## config.mk

```make
export PLATFORM = sky130hd
export DESIGN_NAME = slave_rd_issue
export DESIGN_NICKNAME = d
export VERILOG_FILES = /design/src/rtl/router_pkg.sv /design/src/rtl/tag_fifo.sv /design/src/rtl/slave_rd_issue.sv
export SDC_FILE = /design/constraint.sdc
export NUM_CORES = 1
export LEC_CHECK = 0
export ABC_AREA = 1
export CORE_MARGIN = 4
export CORE_UTILIZATION = 43
export DETAILED_ROUTE_END_ITERATION = 8
export DONT_BUFFER_PORTS = 1
export PLACE_DENSITY_LB_ADDON = 0.15
export SYNTH_ARGS = -nofsm -noshare
export SYNTH_HDL_FRONTEND = slang
export SYNTH_HIERARCHICAL = 1
export SYNTH_SLANG_ARGS = --single-unit
```

## constraint.sdc

```tcl
create_clock -name clk -period 4.2 [get_ports clk]
set_clock_uncertainty 0.1 [all_clocks]
set_input_delay 0.63 -clock clk [delete_from_list [all_inputs] [get_ports clk]]
set_output_delay 0.63 -clock clk [all_outputs]
set_load 0.02 [all_outputs]
```

## src/rtl/router_pkg.sv

```systemverilog
// Shared definitions for the slave read-issue block.
//   TAG_W            : width of the routing tag carried with every read
//   TAG_*_HI/LO      : bit positions of master id, slave id and sequence fields
//   rd_state_e       : read-issue FSM state encoding
//   rr_pick()        : 4-way round-robin selector used for master grants
package router_pkg;

  localparam int TAG_W      = 7;
  localparam int TAG_MID_HI = 6;
  localparam int TAG_MID_LO = 5;
  localparam int TAG_SID_HI = 4;
  localparam int TAG_SID_LO = 3;
  localparam int TAG_SEQ_HI = 2;
  localparam int TAG_SEQ_LO = 0;

  typedef enum logic [1:0] {
    ST_IDLE  = 2'd0,
    ST_ISSUE = 2'd1,
    ST_ACK   = 2'd2
  } rd_state_e;

  // Returns {found, index}. The search starts at last+1 and wraps, so the
  // most recently granted master has the lowest priority next time.
  function automatic logic [2:0] rr_pick(input logic [3:0] elig,
                                         input logic [1:0] last);
    logic [2:0] res;
    logic [1:0] idx;
    res = 3'b000;
    for (int k = 1; k <= 4; k++) begin
      idx = last + 2'(k);
      if (!res[2] && elig[idx]) res = {1'b1, idx};
    end
    return res;
  endfunction

endpackage

```

## src/rtl/tag_fifo.sv

```systemverilog
// Synchronous FIFO holding the tags of reads issued to the slave and not yet
// answered. The head entry is visible combinationally on head_o.
//   clk_i, rst_i  : clock, synchronous active-high reset (empties the FIFO)
//   push_i, din_i : write a tag (ignored when full)
//   pop_i         : drop the head entry (ignored when empty)
//   head_o        : oldest stored tag
//   full_o/empty_o: occupancy flags
//   count_o       : number of stored entries, 0..DEPTH
module tag_fifo #(
  parameter int WIDTH = 7,
  parameter int DEPTH = 8
) (
  input  logic                     clk_i,
  input  logic                     rst_i,
  input  logic                     push_i,
  input  logic [WIDTH-1:0]         din_i,
  input  logic                     pop_i,
  output logic [WIDTH-1:0]         head_o,
  output logic                     full_o,
  output logic                     empty_o,
  output logic [$clog2(DEPTH):0]   count_o
);

  localparam int PW = $clog2(DEPTH);

  logic [WIDTH-1:0] mem_q [DEPTH];
  logic [PW-1:0]    wr_ptr_q, rd_ptr_q;
  logic [PW:0]      count_q;
  logic             do_push, do_pop;

  assign full_o  = (count_q == (PW+1)'(DEPTH));
  assign empty_o = (count_q == '0);
  assign do_push = push_i && !full_o;
  assign do_pop  = pop_i && !empty_o;
  assign head_o  = mem_q[rd_ptr_q];
  assign count_o = count_q;

  // Storage needs no reset: the pointers define which entries are valid.
  always_ff @(posedge clk_i) begin
    if (do_push) mem_q[wr_ptr_q] <= din_i;
  end

  // DEPTH is a power of two, so the pointers wrap by natural overflow.
  always_ff @(posedge clk_i) begin
    if (rst_i) begin
      wr_ptr_q <= '0;
      rd_ptr_q <= '0;
      count_q  <= '0;
    end else begin
      if (do_push) wr_ptr_q <= wr_ptr_q + 1'b1;
      if (do_pop)  rd_ptr_q <= rd_ptr_q + 1'b1;
      case ({do_push, do_pop})
        2'b10:   count_q <= count_q + 1'b1;
        2'b01:   count_q <= count_q - 1'b1;
        default: count_q <= count_q;
      endcase
    end
  end

endmodule

```

## src/rtl/slave_rd_issue.sv

```systemverilog
// Issues read commands from four masters to one slave and returns the tagged,
// in-order read responses to the downstream router stage.
//   clk, rst                        : clock, synchronous active-high reset
//   m_req, m_addr_N, m_tag_N        : per-master read requests (held until m_ack)
//   m_ack                           : one-hot single-cycle acceptance pulse
//   s_req, s_addr, s_ack            : command channel to the slave
//   s_resp, s_rdata                 : in-order read responses from the slave
//   resp, data_in_buf_router,
//   addr_in_buf_router              : tagged response to the downstream stage
//   outstanding                     : reads issued and not yet answered
//   err_orphan                      : sticky, a response arrived with nothing outstanding
//   dbg_state                       : current FSM state (rd_state_e encoding)
//
// Command handshake: s_req rises with s_addr valid and both stay stable until
// the cycle where s_ack is sampled high; the command is accepted on that edge
// and s_req drops. m_ack is the matching acceptance towards the master.
module slave_rd_issue
  import router_pkg::*;
#(
  parameter int DATA_WIDTH = 32,
  parameter int ADDR_WIDTH = 32,
  parameter int SLAVE_N    = 0,
  parameter int FIFO_DEPTH = 8
) (
  input  logic                          clk,
  input  logic                          rst,
  input  logic [3:0]                    m_req,
  input  logic [ADDR_WIDTH-1:0]         m_addr_0,
  input  logic [ADDR_WIDTH-1:0]         m_addr_1,
  input  logic [ADDR_WIDTH-1:0]         m_addr_2,
  input  logic [ADDR_WIDTH-1:0]         m_addr_3,
  input  logic [TAG_W-1:0]              m_tag_0,
  input  logic [TAG_W-1:0]              m_tag_1,
  input  logic [TAG_W-1:0]              m_tag_2,
  input  logic [TAG_W-1:0]              m_tag_3,
  output logic [3:0]                    m_ack,
  output logic                          s_req,
  output logic [ADDR_WIDTH-1:0]         s_addr,
  input  logic                          s_ack,
  input  logic                          s_resp,
  input  logic [DATA_WIDTH-1:0]         s_rdata,
  output logic                          resp,
  output logic [DATA_WIDTH-1:0]         data_in_buf_router,
  output logic [TAG_W-1:0]              addr_in_buf_router,
  output logic [$clog2(FIFO_DEPTH):0]   outstanding,
  output logic                          err_orphan,
  output logic [1:0]                    dbg_state
);

  localparam logic [1:0] SLAVE_ID = 2'(SLAVE_N);

  rd_state_e             state_q, state_d;
  logic [1:0]            last_grant_q, last_grant_d;
  logic [1:0]            grant_q, grant_d;
  logic                  s_req_q, s_req_d;
  logic [ADDR_WIDTH-1:0] s_addr_q, s_addr_d;
  logic [TAG_W-1:0]      tag_q, tag_d;
  logic [3:0]            m_ack_q, m_ack_d;

  logic                  resp_q, resp_d;
  logic [DATA_WIDTH-1:0] rdata_q, rdata_d;
  logic [TAG_W-1:0]      rtag_q, rtag_d;
  logic                  orphan_q, orphan_d;

  logic [ADDR_WIDTH-1:0] addr_arr [4];
  logic [TAG_W-1:0]      tag_arr  [4];
  logic [3:0]            elig;
  logic [2:0]            pick;

  logic                  fifo_push, fifo_pop, fifo_full, fifo_empty;
  logic [TAG_W-1:0]      fifo_head;
  logic [$clog2(FIFO_DEPTH):0] fifo_count;

  always_comb begin
    addr_arr[0] = m_addr_0;
    addr_arr[1] = m_addr_1;
    addr_arr[2] = m_addr_2;
    addr_arr[3] = m_addr_3;
    tag_arr[0]  = m_tag_0;
    tag_arr[1]  = m_tag_1;
    tag_arr[2]  = m_tag_2;
    tag_arr[3]  = m_tag_3;
  end

  // A master competes only when its request targets this slave.
  always_comb begin
    elig = '0;
    for (int i = 0; i < 4; i++) begin
      elig[i] = m_req[i] && (tag_arr[i][TAG_SID_HI:TAG_SID_LO] == SLAVE_ID);
    end
  end

  assign pick = rr_pick(elig, last_grant_q);

  // Command FSM
  always_comb begin
    state_d      = state_q;
    last_grant_d = last_grant_q;
    grant_d      = grant_q;
    s_req_d      = s_req_q;
    s_addr_d     = s_addr_q;
    tag_d        = tag_q;
    m_ack_d      = '0;
    fifo_push    = 1'b0;
    case (state_q)
      ST_IDLE: begin
        // Full FIFO blocks new grants so outstanding never exceeds the depth.
        if (pick[2] && !fifo_full) begin
          grant_d      = pick[1:0];
          last_grant_d = pick[1:0];
          s_addr_d     = addr_arr[pick[1:0]];
          tag_d        = tag_arr[pick[1:0]];
          s_req_d      = 1'b1;
          state_d      = ST_ISSUE;
        end
      end
      ST_ISSUE: begin
        if (s_ack) begin
          s_req_d   = 1'b0;
          fifo_push = 1'b1;
          m_ack_d   = 4'b0001 << grant_q;
          state_d   = ST_ACK;
        end
      end
      ST_ACK: begin
        // m_ack_d defaults to zero, so the acknowledge is a single pulse.
        state_d = ST_IDLE;
      end
      default: state_d = ST_IDLE;
    endcase
  end

  // Response path: responses arrive in issue order, so the head tag matches.
  always_comb begin
    fifo_pop = s_resp && !fifo_empty;
    resp_d   = fifo_pop;
    rdata_d  = rdata_q;
    rtag_d   = rtag_q;
    orphan_d = orphan_q | (s_resp && fifo_empty);
    if (fifo_pop) begin
      rdata_d = s_rdata;
      rtag_d  = fifo_head;
    end
  end

  always_ff @(posedge clk) begin
    if (rst) begin
      state_q      <= ST_IDLE;
      last_grant_q <= 2'd3;
      grant_q      <= 2'd0;
      s_req_q      <= 1'b0;
      s_addr_q     <= '0;
      tag_q        <= '0;
      m_ack_q      <= '0;
      resp_q       <= 1'b0;
      rdata_q      <= '0;
      rtag_q       <= '0;
      orphan_q     <= 1'b0;
    end else begin
      state_q      <= state_d;
      last_grant_q <= last_grant_d;
      grant_q      <= grant_d;
      s_req_q      <= s_req_d;
      s_addr_q     <= s_addr_d;
      tag_q        <= tag_d;
      m_ack_q      <= m_ack_d;
      resp_q       <= resp_d;
      rdata_q      <= rdata_d;
      rtag_q       <= rtag_d;
      orphan_q     <= orphan_d;
    end
  end

  tag_fifo #(
    .WIDTH (TAG_W),
    .DEPTH (FIFO_DEPTH)
  ) u_tag_fifo (
    .clk_i   (clk),
    .rst_i   (rst),
    .push_i  (fifo_push),
    .din_i   (tag_q),
    .pop_i   (fifo_pop),
    .head_o  (fifo_head),
    .full_o  (fifo_full),
    .empty_o (fifo_empty),
    .count_o (fifo_count)
  );

  assign m_ack              = m_ack_q;
  assign s_req              = s_req_q;
  assign s_addr             = s_addr_q;
  assign resp               = resp_q;
  assign data_in_buf_router = rdata_q;
  assign addr_in_buf_router = rtag_q;
  assign outstanding        = fifo_count;
  assign err_orphan         = orphan_q;
  assign dbg_state          = state_q;

endmodule

```

==> results of run 1 <==
-- worst register-to-register path: stages, from the launching register on --
cell	delay, ns
sky130_fd_sc_hd__dfxtp_1	0.53
sky130_fd_sc_hd__inv_4	0.11
sky130_fd_sc_hd__nand2_1	0.10
sky130_fd_sc_hd__nand2_2	0.11
sky130_fd_sc_hd__nand3_1	0.10
sky130_fd_sc_hd__nand2_1	0.10
sky130_fd_sc_hd__nand4_4	0.13
sky130_fd_sc_hd__nand3_4	0.12
sky130_fd_sc_hd__inv_2	0.43
sky130_fd_sc_hd__nand2_1	0.68
sky130_fd_sc_hd__nor2_1	0.28
sky130_fd_sc_hd__a21oi_1	0.09
-- Yosys cell counts --
library cell                 n
sky130_fd_sc_hd__nor3b_1     1
sky130_fd_sc_hd__or2_1       1
sky130_fd_sc_hd__nand3_1    87
sky130_fd_sc_hd__nand2_4     1
sky130_fd_sc_hd__xnor2_1     2
sky130_fd_sc_hd__nand3_4     2
sky130_fd_sc_hd__mux2i_1     7
sky130_fd_sc_hd__xor2_1      1
sky130_fd_sc_hd__o21ai_0    69
sky130_fd_sc_hd__inv_1     130
sky130_fd_sc_hd__inv_4       1
sky130_fd_sc_hd__nand3_2     6
sky130_fd_sc_hd__a21oi_1    35
sky130_fd_sc_hd__clkbuf_1   32
sky130_fd_sc_hd__nand4_4     1
sky130_fd_sc_hd__nor2_1    251
sky130_fd_sc_hd__o21ai_4     1
sky130_fd_sc_hd__buf_2      20
sky130_fd_sc_hd__a211oi_1    1
sky130_fd_sc_hd__buf_6       8
sky130_fd_sc_hd__edfxtp_1   56
sky130_fd_sc_hd__nand2_1   177
sky130_fd_sc_hd__nand4_1    55
sky130_fd_sc_hd__buf_4       4
sky130_fd_sc_hd__nor3b_2     1
sky130_fd_sc_hd__o21ai_1     3
sky130_fd_sc_hd__inv_2       4
sky130_fd_sc_hd__o22ai_1     7
sky130_fd_sc_hd__nor2_2      2
sky130_fd_sc_hd__nor3_1      3
sky130_fd_sc_hd__nand2_2     5
sky130_fd_sc_hd__ha_1        5
sky130_fd_sc_hd__buf_1       1
sky130_fd_sc_hd__o211ai_1    2
sky130_fd_sc_hd__dfxtp_1   104
-- per-layer routing --
metal	track usage, %	routed length (µm)	share of wire, %
met1	23.9	8650	41
met4	6.14	380	1.8
met2	34.7	11000	52
met5	0	0	0
met3	5.95	1290	6.0
-- sequential cells by signal, indices dropped and copies added (netlist names), named ones only --
register,flops
s_addr,32
u_tag_fifo/count_o,4
data_in_buf_router,32
last_grant_q,2
grant_q,2
resp,1
tag_q,7
u_tag_fifo/rd_ptr_q,3
dbg_state,2
m_ack,4
u_tag_fifo/wr_ptr_q,3
addr_in_buf_router,7
s_req,1
err_orphan,1
u_tag_fifo/mem_q,56
-- power by group through the flow --
stage | logic, mW | clock network, mW | registers [mW]
2_1_floorplan | 2.63 | 0 | 2.67
3_3_place_gp | 3.03 | 0 | 2.83
3_5_place_dp | 3.06 | 0 | 2.83
4_1_cts | 3.07 | 1.54 | 2.80
5_1_grt | 3.49 | 1.61 | 2.83
6_report | 3.04 | 1.50 | 2.78
-- logic make-up after synthesis --
| logic type | share of synthesized area (%) |
|---|---|
| AND/OR/NAND/NOR | 32.5 |
| flip-flops | 47.1 |
| XOR/XNOR | 0.329 |
| buffers and inverters | 10.7 |
| multiplexers | 0.877 |
| AO/OA/AOI/OAI | 7.73 |
| adder cells (fa/ha/maj) | 0.783 |
-- cell type report --
cell class / instances / area [µm²] / area share (%)
timing repair buffer: 9 / 80.1 / 0.931
multi-input combinational: 726 / 3380 / 39.3
tap: 229 / 287 / 3.33
clock buffer: 17 / 425 / 4.95
inverter: 135 / 509 / 5.92
sequential: 160 / 3760 / 43.8
clock inverter: 15 / 159 / 1.85
-- worst paths after layout --
| path | from | endpoint | slack [ns] |
|---|---|---|---|
| worst max-delay path | last_grant_q[0] | s_addr[20] | 1.22 |
| worst min-delay path | rst | u_tag_fifo/count_o[1] | 0.18 |
| worst max register to register | last_grant_q[0] | s_addr[20] | 1.22 |
| worst min register to register | u_tag_fifo/wr_ptr_q[0] | u_tag_fifo/wr_ptr_q[0] | 0.38 |
==> summary.md, run 1 <==
| Metric | Value |
|---|---|
| Worst Reg2Reg Path Length in Cells | `11` |
| Data required time at the worst endpoint | `around 4.4 ns` |
| Number of rows created at floorplan | `49` |
| Maximum VDD drop | `0.738 mV` |
| Run status | `finished clean` |
| Number of synthesized register bits | `160` |
| Non-filler instance count after layout | `~1300` |
| Area share of the largest cell type after synthesis | `26.0%` |
| Max-cap violations | `0` |
| Mapped Area | `approximately 8000 µm²` |
| Post-synth net total | `~1300` |
| CTS Buf Count | `17` |
| Post-synthesis cell type count | `35` |
| Pwr per Cell Area | `~850 nW/µm²` |
| Final count of hold timing violations | `0` |
| End-of-flow core utilization | `between 40% and 50%` |
| Worst path max stage delay | `0.67 ns` |
| Achievable frequency | `0.335 GHz` |
| Hold bufs inserted after CTS | `0` |
| Wirelength per Cell | `roughly 16 µm` |
| Final global-route overflow total | `0` |
| Fin nets | `between 1000 and 1500` |
| Total negative slack for setup checks | `0 ns` |
| Synthesized netlist cell count | `between 1000 and 1500` |
| Worst skew pair latency | `approximately 0.43 ns` |
| # resized after CTS | `0` |
| Total length of routed wires | `between 20000 and 25000 µm` |
| Part of the power in the clock network | `between 20 and 25%` |
| Antenna Violating Nets Remaining | `0` |
| Fin Hold WS | `0.176 ns` |
| Die Wd | `about 140 µm` |
| DR DRC count | `0` |
| Design Power | `approximately 7.3 mW` |
| Worst Path Class, Setup | `reg2reg` |
| Post CTS Setup Buffer Count | `0` |
| Total placed cells including tap cells | `about 1300` |
| Maximum fanout along the worst path | `32` |
| Initial standard-cell utilization of the core | `44.0%` |
| Sw Ratio | `between 40% and 50%` |
| Clock transition at the registers of the reported paths | `roughly 0.07 ns` |
| Die area | `20800 µm²` |
| Number of warnings issued by yosys | `6` |
| Crit-path slowest cell | `sky130_fd_sc_hd__nand2_1` |
| Clock Sink Count | `160` |
| Number of instances on the worst hold path | `1` |
| I/O Buffers | `0` |
| Y dimension of the die | `roughly 140 µm` |
| CTS tree | `done` |
| RSZ-0062 raised after global routing | `no` |
| Clk root buf | `sky130_fd_sc_hd__clkbuf_16` |
| Cell depth of the worst setup path | `11` |
| Count of inserted antenna diode cells | `0` |
| Most frequent cells in the layout | `sky130_fd_sc_hd__nor2_1, sky130_fd_sc_hd__nand2_1, sky130_fd_sc_hd__inv_1` |
| Minimum clock period after layout | `just under 3 ns` |
| Combinational cell fraction of total power | `approximately two fifths` |
| Instance area after placement | `between 8000 and 9000 µm²` |
| Ranking of synthesized cells by area | `sky130_fd_sc_hd__dfxtp_1, sky130_fd_sc_hd__edfxtp_1, sky130_fd_sc_hd__nor2_1` |
| Slew Limit Fails | `0` |
| Class of the most critical hold timing path | `in2reg` |
| Wire length of the first global-routing pass | `about 33000 µm` |
| Total routing usage reported by global routing | `around 20%` |
| Placeable core area | `roughly 18000 µm²` |
| Transition at the pin with the smallest max-transition slack | `1.03 ns` |
| Detail Placement HPWL | `around 15000 µm` |
| Most common library cell in the layout ignoring fill and taps | `sky130_fd_sc_hd__nor2_1` |
| Share of synthesized area occupied by flip-flops and latches | `a little under half` |
| Top cell by count, worst path | `sky130_fd_sc_hd__nand2_1` |
| Number of buffers on the longest clock path | `2` |
| Gate family responsible for the most delay along the worst path | `simple AND/OR/NAND/NOR gates` |
| Worst-case setup slack after placement | `1.10 ns` |
| Pin count of the biggest net entering global routing | `between 80 and 90` |
| Mean number of vias per cell | `between 5 and 6` |
| Worst setup slack after layout | `1.22 ns` |
| Area leader, netlist | `sky130_fd_sc_hd__dfxtp_1` |
| Cells traversed along the worst timing path | `inv_4 > nand2_1 > nand2_2 > nand3_1 > nand2_1 > nand4_4 > nand3_4 > inv_2 > nand2_1 > nor2_1 > a21oi_1` |
| Type of origin of the critical path | `flip-flop` |
| Crit path arrival time | `approximately 3.2 ns` |
| Crit share post-route | `between 70% and 80%` |
| Routability cong. | `around 0.84` |
| Filler cell count in the final layout | `approximately 1800` |
| Area growth from synthesis to layout | `7.62%` |
| Final-report setup violation count | `0` |
| Vias in the first global route | `6375` |
| I/O pin count | `280` |
| Internal portion of total power | `approximately 3.8 mW` |
| Antenna violations before repair | `0` |
| Leakage dissipation | `slightly below 4 nW` |
| Cell area after layout | `~8600 µm²` |
| Crit path capture type | `flip-flop` |
| Detailed-router iteration count before antenna repair | `5` |
| Synth Area per Inst | `around 7.4 µm²` |
| WP buf/inv | `2` |
| Fraction of layout cells with a size suffix above 1 | `6.21%` |
| Initial DRC count | `around 450` |
| Level count of the clock H-tree | `4` |
| P_sw | `roughly 3.5 mW` |
| Overall via count from detail_route | `around 6700` |
| Part of the total power dissipated in sequential elements | `a little under two fifths` |
| Tightest slew margin relative to the limit | `a little under a third` |
Note: power is estimated with default switching activity, not from simulation.
==> inputs of run 2 (changes only) <==
- clock period: 4.2 -> 2.75 ns (I/O delays scaled with it)
==> run 2 against run 1 <==
Total power rose by 55%. Combinational power grew 59%. Sequential power rose by 51%. Die area unchanged. Maximum frequency increased by 20%. Global-route usage up 0.37 points. Final cell count rose by 1.5%. Core utilization up 0.98 points. Clock-buffer cell count grew 1. Non-clock buffer count grew 20. Sequential share of layout area shrank 0.89 points. Wire length up 3.1%.
==> summary.md, run 2 (synthesis results as in run 1) <==
| Metric | Value |
|---|---|
| Most common library cell in the layout ignoring fill and taps | `sky130_fd_sc_hd__nor2_1` |
| Detail Placement HPWL | `15100 µm (+0.24%)` |
| Antenna Violating Nets Remaining | `0 (unchanged)` |
| R2R Setup Slk | `0.27 ns (-0.94 ns)` |
| Overall via count from detail_route | `6766 (+0.88%)` |
| I/O Buffers | `0 (unchanged)` |
| Pwr per Cell Area | `1290 nW/µm² (+52%)` |
| Detailed-router iteration count before antenna repair | `5 (unchanged)` |
| Maximum fanout along the worst path | `54 (+69%)` |
| Crit path arrival time | `2.69 ns (-0.51 ns)` |
| Mean number of vias per cell | `5.16 (-0.66%)` |
| Clk root buf | `sky130_fd_sc_hd__clkbuf_16` |
| Die Wd | `144 µm (unchanged)` |
| Number of flip-flops in the largest register | `56 (unchanged)` |
| Launching point of the worst reg2reg path | `last_grant_q[0]` |
| Tightest slew margin relative to the limit | `43.6% (+12 points)` |
| CTS Buf Count | `17 (unchanged)` |
| Worst Reg2Reg Path Length in Cells | `12 (+1)` |
| Pin count of the biggest net entering global routing | `55 (-34%)` |
| Maximum VDD drop | `1.07 mV (+45%)` |
| Number of rows created at floorplan | `49 (unchanged)` |
| # resized after CTS | `0 (unchanged)` |
| Worst hold path endpoint | `data_in_buf_router[25]` |
| Final count of hold timing violations | `0 (unchanged)` |
| Clock Sink Count | `160 (unchanged)` |
| Vias in the first global route | `6357 (-0.28%)` |
| Leakage dissipation | `4.07 nW (+3.0%)` |
| Fin nets | `1270 (+1.6%)` |
| Top reg by flops | `u_tag_fifo/mem_q` |
| Wirelength per Cell | `16.7 µm (+1.5%)` |
| Transition at the pin with the smallest max-transition slack | `0.843 ns (-0.189 ns)` |
| Total routing usage reported by global routing | `20.4% (+0.37 points)` |
| Most frequent cells in the layout | `sky130_fd_sc_hd__nor2_1, sky130_fd_sc_hd__nand2_1, sky130_fd_sc_hd__inv_1` |
| Slew Limit Fails | `0 (unchanged)` |
| Post CTS Setup Buffer Count | `0 (unchanged)` |
| Crit share post-route | `90.1% (+19 points)` |
| Worst Path Class, Setup | `reg2reg` |
| Number of buffers on the longest clock path | `2 (unchanged)` |
| Area growth from synthesis to layout | `9.85%` |
| Destination of the worst register-to-register timing path | `tag_q[0]` |
| Data required time at the worst endpoint | `2.96 ns (-1.46 ns)` |
| Max-cap violations | `0 (unchanged)` |
| Total negative slack for setup checks | `0 ns (unchanged)` |
| Level count of the clock H-tree | `4 (unchanged)` |
| Count of inserted antenna diode cells | `0 (unchanged)` |
| DR DRC count | `0 (unchanged)` |
| Run status | `finished clean` |
| I/O pin count | `280 (unchanged)` |
| RSZ-0062 raised after global routing | `no` |
| Minimum clock period after layout | `2.48 ns (-0.505 ns)` |
| Number of instances on the worst hold path | `2 (+1)` |
| Final global-route overflow total | `0 (unchanged)` |
| Wire length of the first global-routing pass | `33300 µm (+1.6%)` |
| Routability cong. | `0.858 (+2.6%)` |
| Fraction of layout cells with a size suffix above 1 | `7.86% (+1.6 points)` |
| Y dimension of the die | `144 µm (unchanged)` |
| Antenna violations before repair | `0 (unchanged)` |
| Crit path capture type | `flip-flop` |
| Worst skew pair latency | `0.41 ns (-0.02 ns)` |
| Instance area after placement | `8170 µm² (+1.9%)` |
| Hold bufs inserted after CTS | `1 (+1)` |
| CTS tree | `done` |
| Initial DRC count | `345 (-22%)` |
| Total length of routed wires | `21900 µm (+3.1%)` |
| Initial standard-cell utilization of the core | `44.0% (unchanged)` |
| Start point of the worst min-delay path | `s_rdata[25]` |
| Final-report setup violation count | `0 (unchanged)` |
| Die area | `20800 µm² (unchanged)` |
| Class of the most critical hold timing path | `in2reg` |
| Type of origin of the critical path | `flip-flop` |
| Achievable frequency | `0.404 GHz (+20%)` |
| Placeable core area | `18100 µm² (unchanged)` |
| Cell area after layout | `8780 µm² (+2.1%)` |
| Clock transition at the registers of the reported paths | `0.08 ns (about the same)` |
run 2: how the worst max path moves through the flow:
stage                       endpoint  slack, ns  cells past startpoint             startpoint
6_report                    tag_q[0]       0.27                     12        last_grant_q[0]
5_1_grt                   s_addr[21]       0.04                     14        last_grant_q[0]
4_1_cts                     tag_q[0]       0.29                     12        last_grant_q[0]
3_5_place_dp              s_addr[21]       0.30                     12        last_grant_q[0]
3_3_place_gp              s_addr[21]       0.32                     12        last_grant_q[0]
2_1_floorplan  u_tag_fifo/count_o[2]       0.19                     16  u_tag_fifo/count_o[2]
run 2: worst max-delay path: stages (launching register included):
cell and delay, ns:
sky130_fd_sc_hd__dfxtp_1 0.54, sky130_fd_sc_hd__inv_4 0.11, sky130_fd_sc_hd__nand3_1 0.13, sky130_fd_sc_hd__nand2_1 0.12, sky130_fd_sc_hd__o21ai_4 0.22, sky130_fd_sc_hd__nand2_1 0.09
sky130_fd_sc_hd__nand2_2 0.09, sky130_fd_sc_hd__buf_4 0.47, sky130_fd_sc_hd__nand4_1 0.15, sky130_fd_sc_hd__nand3_1 0.14, sky130_fd_sc_hd__nand3_1 0.08, sky130_fd_sc_hd__nand2_1 0.07
sky130_fd_sc_hd__inv_1 0.04
run 2: layout make-up:
class / instances / area [µm²]
timing repair buffer: 29 / 245
fill: 1833 / 9370
sequential: 160 / 3760
clock buffer: 18 / 439
clock inverter: 14 / 158
multi-input combinational: 726 / 3380
inverter: 135 / 509
tap: 229 / 287
run 2: metrics by stage:
step / setup WS [ns] / util, % / power, mW / hold WS [ns] / instances
3_3_place_gp: 0.323 / 45.0 / 9.08 / 0.364 / 1278
5_1_grt: 0.0434 / 48.4 / 12.3 / 0.000469 / 1311
4_1_cts: 0.288 / 48.4 / 11.5 / 0.00408 / 1311
3_5_place_dp: 0.299 / 45.0 / 9.10 / 0.363 / 1278
6_report: 0.273 / 48.4 / 11.4 / 0.0141 / 1311
2_1_floorplan: 0.194 / - / 8.08 / 0.326 / 1086
run 2: power by group:
| group | internal (mW) | total (mW) | switching, mW |
|---|---|---|---|
| clock network | 1.25 | 2.34 | 1.10 |
| registers | 3.12 | 4.20 | 1.08 |
| logic | 1.58 | 4.82 | 3.24 |
run 2: routing by layer:
metal	global-route usage (%)	vias to the layer above	routed length (µm)
met5	0	-	0
met4	4.42	0	197
met3	5.85	13	1300
met2	36.3	205	11500
met1	24.5	3083	8880
li1	-	3465	-
